<file path="src/rtl/latch_bank_wr_sched.sv">
// Round-robin write scheduler for a bank of d_latch entries.
// Compile-time option: LSCH_FIXED_PRIO_EN selects lowest-index-wins arbitration.
//
// Ports:
//   clk      in  : rising-edge clock
//   rst      in  : synchronous reset, active-high
//   req      in  : per-requester write request (level)
//   addr     in  : requester i target entry at [i*AW +: AW]
//   wdata    in  : requester i data at [i*WIDTH +: WIDTH]
//   ack      out : one-hot write-complete pulse, one cycle
//   err      out : pulses with ack when the target is >= DEPTH
//   lat_d    out : shared d bus to the latch bank
//   lat_en   out : one-hot latch enables, zero when idle
//   busy     out : high outside IDLE
//   grant_id out : index of the requester in service
module latch_bank_wr_sched #(
  parameter int NREQ     = 4,
  parameter int WIDTH    = 8,
  parameter int DEPTH    = 4,
  parameter int AW       = 2,
  parameter int OPEN_CYC = 1,
  localparam int GW = (NREQ > 1) ? $clog2(NREQ) : 1,
  localparam int CW = (OPEN_CYC > 1) ? $clog2(OPEN_CYC) : 1
) (
  input  logic                  clk,
  input  logic                  rst,
  input  logic [NREQ-1:0]       req,
  input  logic [NREQ*AW-1:0]    addr,
  input  logic [NREQ*WIDTH-1:0] wdata,
  output logic [NREQ-1:0]       ack,
  output logic                  err,
  output logic [WIDTH-1:0]      lat_d,
  output logic [DEPTH-1:0]      lat_en,
  output logic                  busy,
  output logic [GW-1:0]         grant_id
);

  typedef enum logic [1:0] {
    IDLE,
    SETUP,
    OPEN,
    CLOSE
  } state_t;

  state_t           st_q;
  logic [AW-1:0]    addr_q;
  logic [WIDTH-1:0] lat_d_q;
  logic [DEPTH-1:0] lat_en_q;
  logic [NREQ-1:0]  ack_q;
  logic             err_q;
  logic             busy_q;
  logic [GW-1:0]    grant_q;
  logic [CW-1:0]    cnt_q;

  logic             found;
  logic [GW-1:0]    gnt;
  int               gi;
  logic [31:0]      addr_w;
  logic             in_rng;
  logic [DEPTH-1:0] en_dec;

`ifdef LSCH_FIXED_PRIO_EN
  always_comb begin
    found = 1'b0;
    gnt   = '0;
    for (int i = NREQ - 1; i >= 0; i--) begin
      if (req[i]) begin
        found = 1'b1;
        gnt   = GW'(i);
      end
    end
  end
`else
  logic [GW-1:0] rr_q;
  logic [GW-1:0] rr_d;
  int            j;

  // Search starts at rr_q and wraps, so the first hit is the RR winner.
  always_comb begin
    found = 1'b0;
    gnt   = '0;
    j     = 0;
    for (int k = 0; k < NREQ; k++) begin
      j = int'(rr_q) + k;
      if (j >= NREQ) j = j - NREQ;
      if (!found && req[j]) begin
        found = 1'b1;
        gnt   = GW'(j);
      end
    end
  end

  assign rr_d = (int'(gnt) == NREQ - 1) ? '0 : gnt + 1'b1;
`endif

  assign gi     = int'(gnt);
  assign addr_w = 32'(addr_q);
  assign in_rng = addr_w < DEPTH;

  always_comb begin
    en_dec = '0;
    for (int e = 0; e < DEPTH; e++) begin
      if (in_rng && addr_w == e) en_dec[e] = 1'b1;
    end
  end

  // lat_d is loaded only on the grant edge, so d is stable
  // a full cycle on each side of every en edge.
  always_ff @(posedge clk) begin
    if (rst) begin
      st_q     <= IDLE;
      addr_q   <= '0;
      lat_d_q  <= '0;
      lat_en_q <= '0;
      ack_q    <= '0;
      err_q    <= 1'b0;
      busy_q   <= 1'b0;
      grant_q  <= '0;
      cnt_q    <= '0;
`ifndef LSCH_FIXED_PRIO_EN
      rr_q     <= '0;
`endif
    end else begin
      ack_q <= '0;
      err_q <= 1'b0;
      unique case (st_q)
        IDLE: begin
          if (found) begin
            addr_q  <= addr[gi*AW +: AW];
            lat_d_q <= wdata[gi*WIDTH +: WIDTH];
            grant_q <= gnt;
            busy_q  <= 1'b1;
            st_q    <= SETUP;
`ifndef LSCH_FIXED_PRIO_EN
            rr_q    <= rr_d;
`endif
          end
        end
        SETUP: begin
          lat_en_q <= en_dec;
          cnt_q    <= '0;
          st_q     <= OPEN;
        end
        OPEN: begin
          if (cnt_q == CW'(OPEN_CYC - 1)) begin
            lat_en_q <= '0;
            ack_q    <= NREQ'(1) << grant_q;
            err_q    <= !in_rng;
            st_q     <= CLOSE;
          end else begin
            cnt_q <= cnt_q + 1'b1;
          end
        end
        CLOSE: begin
          busy_q <= 1'b0;
          st_q   <= IDLE;
        end
        default: st_q <= IDLE;
      endcase
    end
  end

  assign ack      = ack_q;
  assign err      = err_q;
  assign lat_d    = lat_d_q;
  assign lat_en   = lat_en_q;
  assign busy     = busy_q;
  assign grant_id = grant_q;

endmodule

</file>
<file path="config.mk">
export PLATFORM = sky130hd
export DESIGN_NAME = latch_bank_wr_sched
export DESIGN_NICKNAME = d
export VERILOG_FILES = /design/src/rtl/latch_bank_wr_sched.sv
export SDC_FILE = /design/constraint.sdc
export NUM_CORES = 1
export LEC_CHECK = 0
export ABC_AREA = 1
export BUFFER_PORTS_ARGS = -buffer_cell sky130_fd_sc_hd__buf_2
export CORE_MARGIN = 2
export CORE_UTILIZATION = 48
export DETAILED_ROUTE_END_ITERATION = 8
export PLACE_DENSITY = 0.75
export SETUP_SLACK_MARGIN = 0.2
export SKIP_LAST_GASP = 1
export SYNTH_ARGS = -nofsm -noshare
export SYNTH_HDL_FRONTEND = slang
export SYNTH_SLANG_ARGS = --single-unit
</file>
<file path="constraint.sdc">
create_clock -name clk -period 2.45 [get_ports clk]
set_clock_uncertainty 0.15 [all_clocks]
set_input_delay 0.49 -clock clk [delete_from_list [all_inputs] [get_ports clk]]
set_output_delay 0.49 -clock clk [all_outputs]
set_load 0.1 [all_outputs]
</file>
# == After elaboration in Yosys (flattened, before gate mapping) ==
# Cells that the tools add are included.
# W data, S select, Z words.
# word_totals
register_bits,27
inputBits,46
out_inout_bits,20
word_cells,99
# classes
add_sub_neg,9
order_cmp,9
eq_ne,9
n_shift,3
muxes,38
bitwise,1
reduce_logical,20
# op_table
operator,count
$lt A32 B4 Y1 const B,4
$mux W32,4
$logic_not A32 Y1,1
$shiftx A32 B6 Y8,1
$mux W1,18
$mux W2,7
$sub A3 B3 Y4 const B,3
$ge A3 B3 Y1 const B,3
$bmux W1 S2,4
$eq A2 B2 Y1 const B,4
$pmux W2 S4,1
$pmux W4 S2,1
$reduce_and A2 Y1,4
$shiftx A8 B4 Y2,1
$logic_and A1 B1 Y1,7
$add A2 B2 Y3 const B,2
$eq A2 B1 Y1 const B,3
$logic_not A1 Y1,4
$mux W4,1
$ne A2 B2 Y1 const B,2
$pmux W1 S2,2
$reduce_bool A2 Y1,2
$shl A1 B2 Y4 const A,1
$sub A2 B3 Y4 const B,1
8 further kinds,8

# == Longest topological paths before layout ==
# Gate-level depths: netlist of run 1.
# depth
word_depth,17
depth_mapped,16
mapped_depth_nobuf,14

# == Worst setup path after synthesis of run 1 ==
# OpenSTA, ideal clock, no wires.
# synth_path
path_type,in2reg
startpoint,input req[3]
endpoint,register addr_q[0]
setup_time_ns,0.109
arrival_ns,1.556
required_time_ns,2.191
setup_slack_ns,0.635
stages,13
path_buffers,1
path_cell_list,inv_1 -> nand2_1 -> nand3_1 -> nand2_2 -> nor2_8 -> nand3_1 -> nand3_1 -> nand2_1 -> buf_4 -> nand3_1 -> nand3_1 -> nand2_1 -> inv_1
# synth_via
elab_chain_len,14
word_cells_on_any_way,28
classes_between,shift: 1; mux: 20; reduce/logical: 7
# synth_rtl
element,line_no,rtl
"start, declared",27,"input logic [NREQ-1:0] req,"
$bmux W1 S2,86,if (!found && req[j]) begin
$mux W1 (not written as such) (2 in series),86,
$mux W1,86,
$logic_not A1 Y1,86,
$logic_and A1 B1 Y1,86,
$mux W1,86,
$logic_not A1 Y1,86,
$logic_and A1 B1 Y1,86,
$mux W1,86,
$logic_not A1 Y1,86,
$logic_and A1 B1 Y1,86,
$mux W2 or $mux W1 (tied branches),86,
$shiftx A8 B4 Y2 or $reduce_and A2 Y1 (tied branches),-,
"end signal, assigned",129,addr_q <= addr[gi*AW +: AW];
"end, declared",46,logic [AW-1:0] addr_q;
# Several ways; a longest one is shown, not always the timed one. The select of a mux whose other input is x is not followed.
# A chain may end at the register's enable or synchronous reset.

# == Worst setup path in the final report of run 1 ==
# layout_path
startpoint,register rr_q[1]
endpoint,"register lat_d_q[2], in the netlist lat_d[2]"
# layout_via
elab_chain_len,16
word_cells_on_any_way,43
classes_between,add/sub: 7; order compare: 4; shift: 1; mux: 24; reduce/logical: 7
# layout_rtl
element,line_no,rtl
"start, declared",74,logic [GW-1:0] rr_q;
"start signal, assigned",135,rr_q <= rr_d;
branches (longest 16 deep; another with $sub A3 B3 Y4),-,
"end signal, assigned",130,lat_d_q <= wdata[gi*WIDTH +: WIDTH];
"end, declared",47,logic [WIDTH-1:0] lat_d_q;
# Parallel ways; which one is timed is not known. The select of a mux whose other input is x is not followed.

==> flow_summary_export.csv, run 1 <==
group,metric,value,unit
synthesis,synth_top_area_frac,0.2701,
setup_path,cp_cell_sequence,"inv_2 > nand2_2 > nand2_2 > nand2_1 > nand2_2 > nor2_8 > nand3_1 > nand3_1 > nand2_1 > buf_4 > nand3_1 > nand3_1 > nand2_1 > inv_1",
setup_path,crit_fanout,10,
synthesis,avgSynthCellArea,6.056,um2
synthesis,synth_largest_area_cell,"dfxtp_1",
sta,rsz0062_at_grt,"false",
grt,grt_pass1_wl,7445,um
setup_path,rr_worst_depth,14,
worst_hold_path,hold_class,"reg -> reg",
synthesis,synth-simple-area-share,0.4470,
synthesis,synth_mux_area_frac,0,
placed_design,io_buffers,64,
setup_path,worst_ep_required_time,2470,ps
clock_tree,cts_tree,"done",
grt,antenna_found_initial,0,
clock_tree,clk_pin_slew,80,ps
clock_tree,clk_latency,270,ps
setup_path,cp_num_buf_inv,3,
drt,num_vias,1986,
setup_path,crit_path_frequent_cell,"nand3_1",
pwr,vdd_drop_max,791.9,uV
grt,track_usage,0.2152,
sta,setup_viol,0,
setup_path,path_delay_family,"simple AND/OR/NAND/NOR gates",
sta,fin_setup_tns,0,ps
floorplanning,die_h,66.13,um
synthesis,synth_edf_count,0,
floorplanning,ioPinCount,66,
setup_path,timing.rr.start,"rr_q[1]",
grt,grt_pass1_vias,1828,
synthesis,syn_inst,306,
setup_path,cpMaxStageDelayCell,"dfxtp_1",
setup_path,end_kind,"register",
placed_design,dpl.hpwl,3306,um
drt,drc,0,
floorplanning,start_util,0.5024,
setup_path,reg2reg_slack,400,ps
placed_design,place_ws,128.6,ps
clock_tree,cts_buffers,3,
synthesis,ys_top_cells_by_area,"dfxtp_1 (27%), nand2_1 (14%), inv_1 (13%), nand3_1 (10%), nand4_1 (8.8%)",
clock_tree,htree_levels,1,
drt,drt-initial-drc-count,104,
synthesis,synth_xor_area_frac,0,
clock_tree,clockRootBuffer,"clkbuf_8",
setup_path,cp-startpoint,"rr_q[1]",
pwr,powerDensity,1561,nW/um2
synthesis,ys_types,24,
synthesis,synth_nets,356,
cells_and_area,area_growth,19.78,%
sta,period_share,0.8376,
setup_path,worstSetupPathType,"reg -> reg",
clock_tree,clock_sinks,25,
setup_path,r2r-end,"lat_d[2]",
drt,wl,4310,um
drt,routedWlPerCell,10.49,um
drt,viasPerCell,4.832,
grt,gr-total-overflow,0,
synthesis,syn-cell-area,1853,um2
outcome,status,"finished, final reports clean",
synthesis,synth_compound_area_frac,0.04997,
cells_and_area,nFillCells,378,
synthesis,synth-async-reset-ratio,0,
sta,finalWorstSetupSlack,397.9,ps
clock_tree,cts_setup_buffers,0,
sta,finalHoldViolCount,0,
synthesis,synth-seq-area-share,0.2701,
setup_path,crit_path_start_kind,"register",
floorplanning,die_w,66.13,um
synthesis,ys_seq_elements,25,
floorplanning,die_area,4373,um2
cells_and_area,antenna_cells,0,
cells_and_area,drive_gt1_frac,0.2507,
synthesis,synthFlopType,"dfxtp_1",
placed_design,gp_congestion,0.8468,
synthesis,synth_top_family_by_area,"simple AND/OR/NAND/NOR gates",
sta,post-route-min-period,2052,ps
cells_and_area,finalNetCount,414,
synthesis,synthAdderAreaFrac,0.02701,
floorplanning,core,3689,um2
clock_tree,hold_buffers,0,
synthesis,yosys_warnings,0,
floorplanning,num_rows,22,
sta,drv_slew,0,
run,cap_viol_max_count,0,
pwr,p_leak,1.343,nW
setup_path,critPathCapture,"lat_d[2]",
clock_tree,cts_max_path_buffers,2,
grt,grt_max_degree,22,
setup_path,slowest_delay,460,ps
setup_path,arrival,2070,ps
drt,drtPass1Iterations,5,
sta,fmax,487.3,MHz
setup_path,crit_cells,14,
drt,drtAntennaViolNets,0,
-- what timing repair did --
| action | CTS | global route |
|---|---|---|
| gates resized for setup | 1 | 3 |
| hold endpoints to repair | 0 | 0 |
| gates cloned | 0 | 0 |
| endpoints found under the setup margin | 9 | 13 |
-- metal layers --
metal | up-vias | share of wire | GRT usage
li1 | 1065 | - | -
met1 | 856 | 0.44 | 0.2615
met2 | 59 | 0.49 | 0.3850
met3 | 6 | 0.062 | 0.04429
met4 | 0 | 0.013 | 0.05102
met5 | - | 0 | 0
-- worst min path at each step --
stage | depth (start not counted) | start | end | slack [ps]
after floorplan | 2 | addr_q[0] | lat_en[3] | 320
after global placement | 2 | lat_en[1] | lat_en[1] | 310
after detailed placement | 2 | lat_en[0] | lat_en[0] | 310
after CTS | 2 | lat_en[0] | lat_en[0] | 320
after global routing | 2 | lat_en[0] | lat_en[0] | 350
final | 2 | lat_en[0] | lat_en[0] | 320
-- sequential cells by signal (all words and copies together) (netlist names) --
register,count
lat_en,4
ack,4
grant_id,2
addr_q,2
rr_q,2
st_q,2
busy,1
lat_d,8
-- worst reg2reg max path: cells and delay by family, from the launching register on --
family / cells / cell delay (ps)
buffers and inverters: 3 / 340
flip-flops: 1 / 460
AND/OR/NAND/NOR: 11 / 1010
-- where the power goes --
| group | internal [mW] | leakage [nW] | total [mW] | switching, mW |
|---|---|---|---|---|
| clock | 0.116 | 0.0228 | 0.240 | 0.123 |
| combinational | 0.667 | 1.11 | 2.56 | 1.89 |
| sequential | 0.554 | 0.207 | 0.664 | 0.110 |
| total | 1.34 | 1.34 | 3.47 | 2.13 |
-- Yosys cell counts (4+ instances only) --
cell type and n:
nand2_1 70, nand3_1 37, buf_6 4, nand2_2 7, dfxtp_1 25, a21oi_1 11, inv_1 65, inv_2 4
ha_1 4, nor2_1 26, buf_2 7, nand4_1 26
-- placed cells by master, fill, tap and decap left out --
cell,n
nand2_1,70
inv_1,65
buf_2,64
nand3_1,37
nand4_1,26
nor2_1,25
dfxtp_1,24
a21oi_1,11
nand2_2,7
buf_4,5
inv_2,4
ha_1,4
o21ai_0,3
o21ai_1,3
clkbuf_8,3
nand3_4,2
inv_6,1
nor2_8,1
nand3_2,1
nand2_4,1
nor2_2,1
nand3b_1,1
a211oi_1,1
conb_1,1
clkbuf_1,1
dfxtp_4,1
-- cell families after synthesis --
group / Yosys count
flip-flops: 25
adder cells (fa/ha/maj): 4
AND/OR/NAND/NOR: 172
AO/OA/AOI/OAI: 18
buffers and inverters: 86
other: 1
-- area by class of cell --
| class | count | area (um2) | share of cell area |
|---|---|---|---|
| clock buffer | 4 | 45.04 | 0.02029 |
| inverter | 70 | 267.8 | 0.1206 |
| multi-input combinational | 195 | 984.7 | 0.4436 |
| sequential | 25 | 504.2 | 0.2272 |
| tap | 48 | 60.06 | 0.02706 |
| timing repair buffer | 69 | 357.8 | 0.1612 |
-- per-stage QoR --
stage / area, um2 / hold slack, ps / instances / total power, mW / utilization
after floorplan: 1853 / 323.8 / 306 / 2.873 / -
after global routing: 2220 / 348.8 / 411 / 3.773 / 0.6018
after detailed placement: 2161 / 305.9 / 407 / 3.202 / 0.5858
final: 2220 / 315.2 / 411 / 3.465 / 0.6018
after global placement: 2161 / 305.7 / 407 / 3.177 / 0.5858
after CTS: 2207 / 318.6 / 411 / 3.451 / 0.5984
Note: power is estimated with default switching activity, not from simulation.
==> run 2: changes to the inputs <==
- ABC_AREA: 1 -> 0
- CORE_UTILIZATION: 48 -> 45
- PLACE_DENSITY: 0.75 -> 0.76
- clock period: 2.45 -> 2.1 ns (I/O delays scaled with it)
==> run 2 against run 1 <==
  * Power fell by 32%
  * Critical path type is now reg -> out
  * Utilization is 0.90 points higher
  * Clock-buffer cell count did not move
  * Wire length shrank 22%
  * Highest routed layer unchanged
  * Largest power group unchanged
  * Flip-flop and latch count did not move
  * Register-to-register slack worse by 80 ps
  * Via count decreased by 35%
  * Global-route usage shrank 2.2 points
==> flow_summary_export.csv, run 2 <==
group,metric,value,unit
setup_path,cp_num_buf_inv,1,
clock_tree,cts_buffers,3,
outcome,status,"finished, final reports clean",
sta,drv_slew,0,
worst_hold_path,hold_class,"in -> reg",
synthesis,synth-async-reset-ratio,0,
floorplanning,die_w,59.10,um
synthesis,synthFlopType,"dfxtp_1",
cells_and_area,drive_gt1_frac,0.3932,
cells_and_area,finalNetCount,257,
setup_path,cpMaxStageDelayCell,"dfxtp_1",
drt,viasPerCell,5.481,
cells_and_area,antenna_cells,0,
worst_hold_path,holdPathStages,3,
setup_path,crit_fanout,6,
drt,drtPass1Iterations,4,
pwr,vdd_drop_max,730.2,uV
drt,wl_met3,148,um
pwr,p_leak,0.8203,nW
synthesis,synth_edf_count,0,
drt,wl_met2,1797,um
sta,post-route-min-period,1818,ps
sta,finalWorstSetupSlack,282.2,ps
drt,drc,0,
sta,fmax,550.1,MHz
sta,finalHoldViolCount,0,
synthesis,synth_largest_area_cell,"dfxtp_1",
cells_and_area,mostFrequentLayoutCells,"buf_2 (64), mux2i_1 (25), dfxtp_1 (24), nand2_1 (15)",
clock_tree,cts_max_path_buffers,2,
sta,setup_viol,0,
clock_tree,clock_sinks,25,
floorplanning,start_util,0.4830,
setup_path,crit_path_start_kind,"register",
sta,fin_setup_tns,0,ps
grt,grt_pass1_wl,5154,um
synthesis,avgSynthCellArea,9.555,um2
grt,antenna_found_initial,0,
run,cap_viol_max_count,0,
synthesis,syn-cell-area,1366,um2
drt,num_vias,1299,
floorplanning,die_h,59.10,um
sta,rsz0062_at_grt,"false",
synthesis,synth-seq-area-share,0.3663,
grt,grt_max_degree,15,
placed_design,dpl.hpwl,2531,um
drt,wl_met1,1370,um
drt,wl,3368,um
synthesis,synthTopCellsByCount,"dfxtp_1 (25), mux2i_1 (25), nand2_1 (15)",
clock_tree,clk_pin_slew,130,ps
drt,drt-initial-drc-count,46,
synthesis,ys_seq_elements,25,
cells_and_area,area_growth,26.47,%
setup_path,reg2reg_slack,320,ps
grt,gr-total-overflow,0,
setup_path,cp-startpoint,"grant_id[1]",
setup_path,path_delay_family,"flip-flops",
floorplanning,num_rows,19,
pwr,powerDensity,1365,nW/um2
setup_path,slowest_delay,470,ps
synthesis,ys_top_cells_by_area,"dfxtp_1 (37%), mux2i_1 (18%), o221ai_1 (6.4%), buf_6 (5.8%), nand2_1 (4.1%)",
drt,drtAntennaViolNets,0,
synthesis,ys_types,31,
clock_tree,clk_latency,310,ps
synthesis,yosys_warnings,0,
floorplanning,die_area,3493,um2
setup_path,end_kind,"output port",
placed_design,gp_congestion,0.7391,
setup_path,timing.rr.start,"rr_q[1]",
clock_tree,clockRootBuffer,"clkbuf_4",
setup_path,rr_worst_depth,6,
grt,track_usage,0.1931,
setup_path,critPathCapture,"grant_id[1]",
sta,period_share,0.8656,
synthesis,synth_top_area_frac,0.3663,
clock_tree,cts_tree,"done",
clock_tree,hold_buffers,0,
synthesis,syn_inst,143,
cells_and_area,largest_register_ffs,8,
grt,grt_pass1_vias,1196,
cells_and_area,layout_commonest_cell,"buf_2",
floorplanning,ioPinCount,66,
clock_tree,htree_levels,1,
floorplanning,core,2829,um2
setup_path,worst_ep_required_time,1530,ps
setup_path,worstSetupPathType,"reg -> out",
placed_design,place_ws,28.47,ps
synthesis,synth_nets,193,
setup_path,cp_cell_sequence,"buf_2",
setup_path,crit_cells,1,
clock_tree,cts_setup_buffers,0,
setup_path,arrival,1250,ps
placed_design,io_buffers,64,
drt,routedWlPerCell,14.21,um
setup_path,r2r-end,"lat_d[2]",
drt,top_layer_used,"met4",
## run 2: logic make-up after synthesis
kind of cell,synth area share
DFF,0.3663
other,0.002745
and+or+nand+nor,0.1712
adders and majority gates,0.03663
buffers and inverters,0.07967
AOI/OAI and AO/OA,0.1603
muxes,0.1832
## run 2: final cells by class
cell class,instances,area (um2)
multi-input cells,106,803.3
fillers,251,1101
well taps,31,38.79
flip-flops and latches,25,501.7
clock buffers,4,26.28
repair buffers,67,342.8
inverters,4,15.01
## run 2: repair_timing
action                                 4_1_cts  5_1_grt
pin swaps                                    1        1
cloned                                       1        1
setup endpoints to repair                   10       10
endpoints found under the hold margin        0        0
gates resized for setup                      1        4
## run 2: report_power, final
part | total [mW] | internal [mW] | switching, mW
clock | 0.207 | 0.0740 | 0.133
sequential | 0.704 | 0.606 | 0.0975
combinational | 1.45 | 0.389 | 1.06
## run 2: worst min path at each step
stage	startpoint	to
6_report	wdata[1]	lat_d[1]
5_1_grt	wdata[4]	lat_d[4]
4_1_cts	wdata[1]	lat_d[1]
3_5_place_dp	lat_d[6]	lat_d[6]
3_3_place_gp	lat_d[3]	lat_d[3]
2_1_floorplan	st_q[0]	st_q[0]
## run 2: metal layers
metal  track usage  vias to the layer above
li1              -                      647
met1        0.2227                      605
met2        0.3587                       41
met3       0.03275                        6
met4       0.06169                        0
met5             0                        -
## run 2: through the flow
step                cell area, um2  utilization  power [mW]  instances  hold WS, ps
finish                        1728       0.6108       2.359        237        265.5
global route                  1728       0.6108       2.483        237        265.2
CTS                           1694       0.5989       2.345        236        262.4
detailed placement            1654       0.5847       2.123        231        295.6
global placement              1654       0.5847       2.076        231        289.3
floorplan                     1366            -       1.934        143        310.9
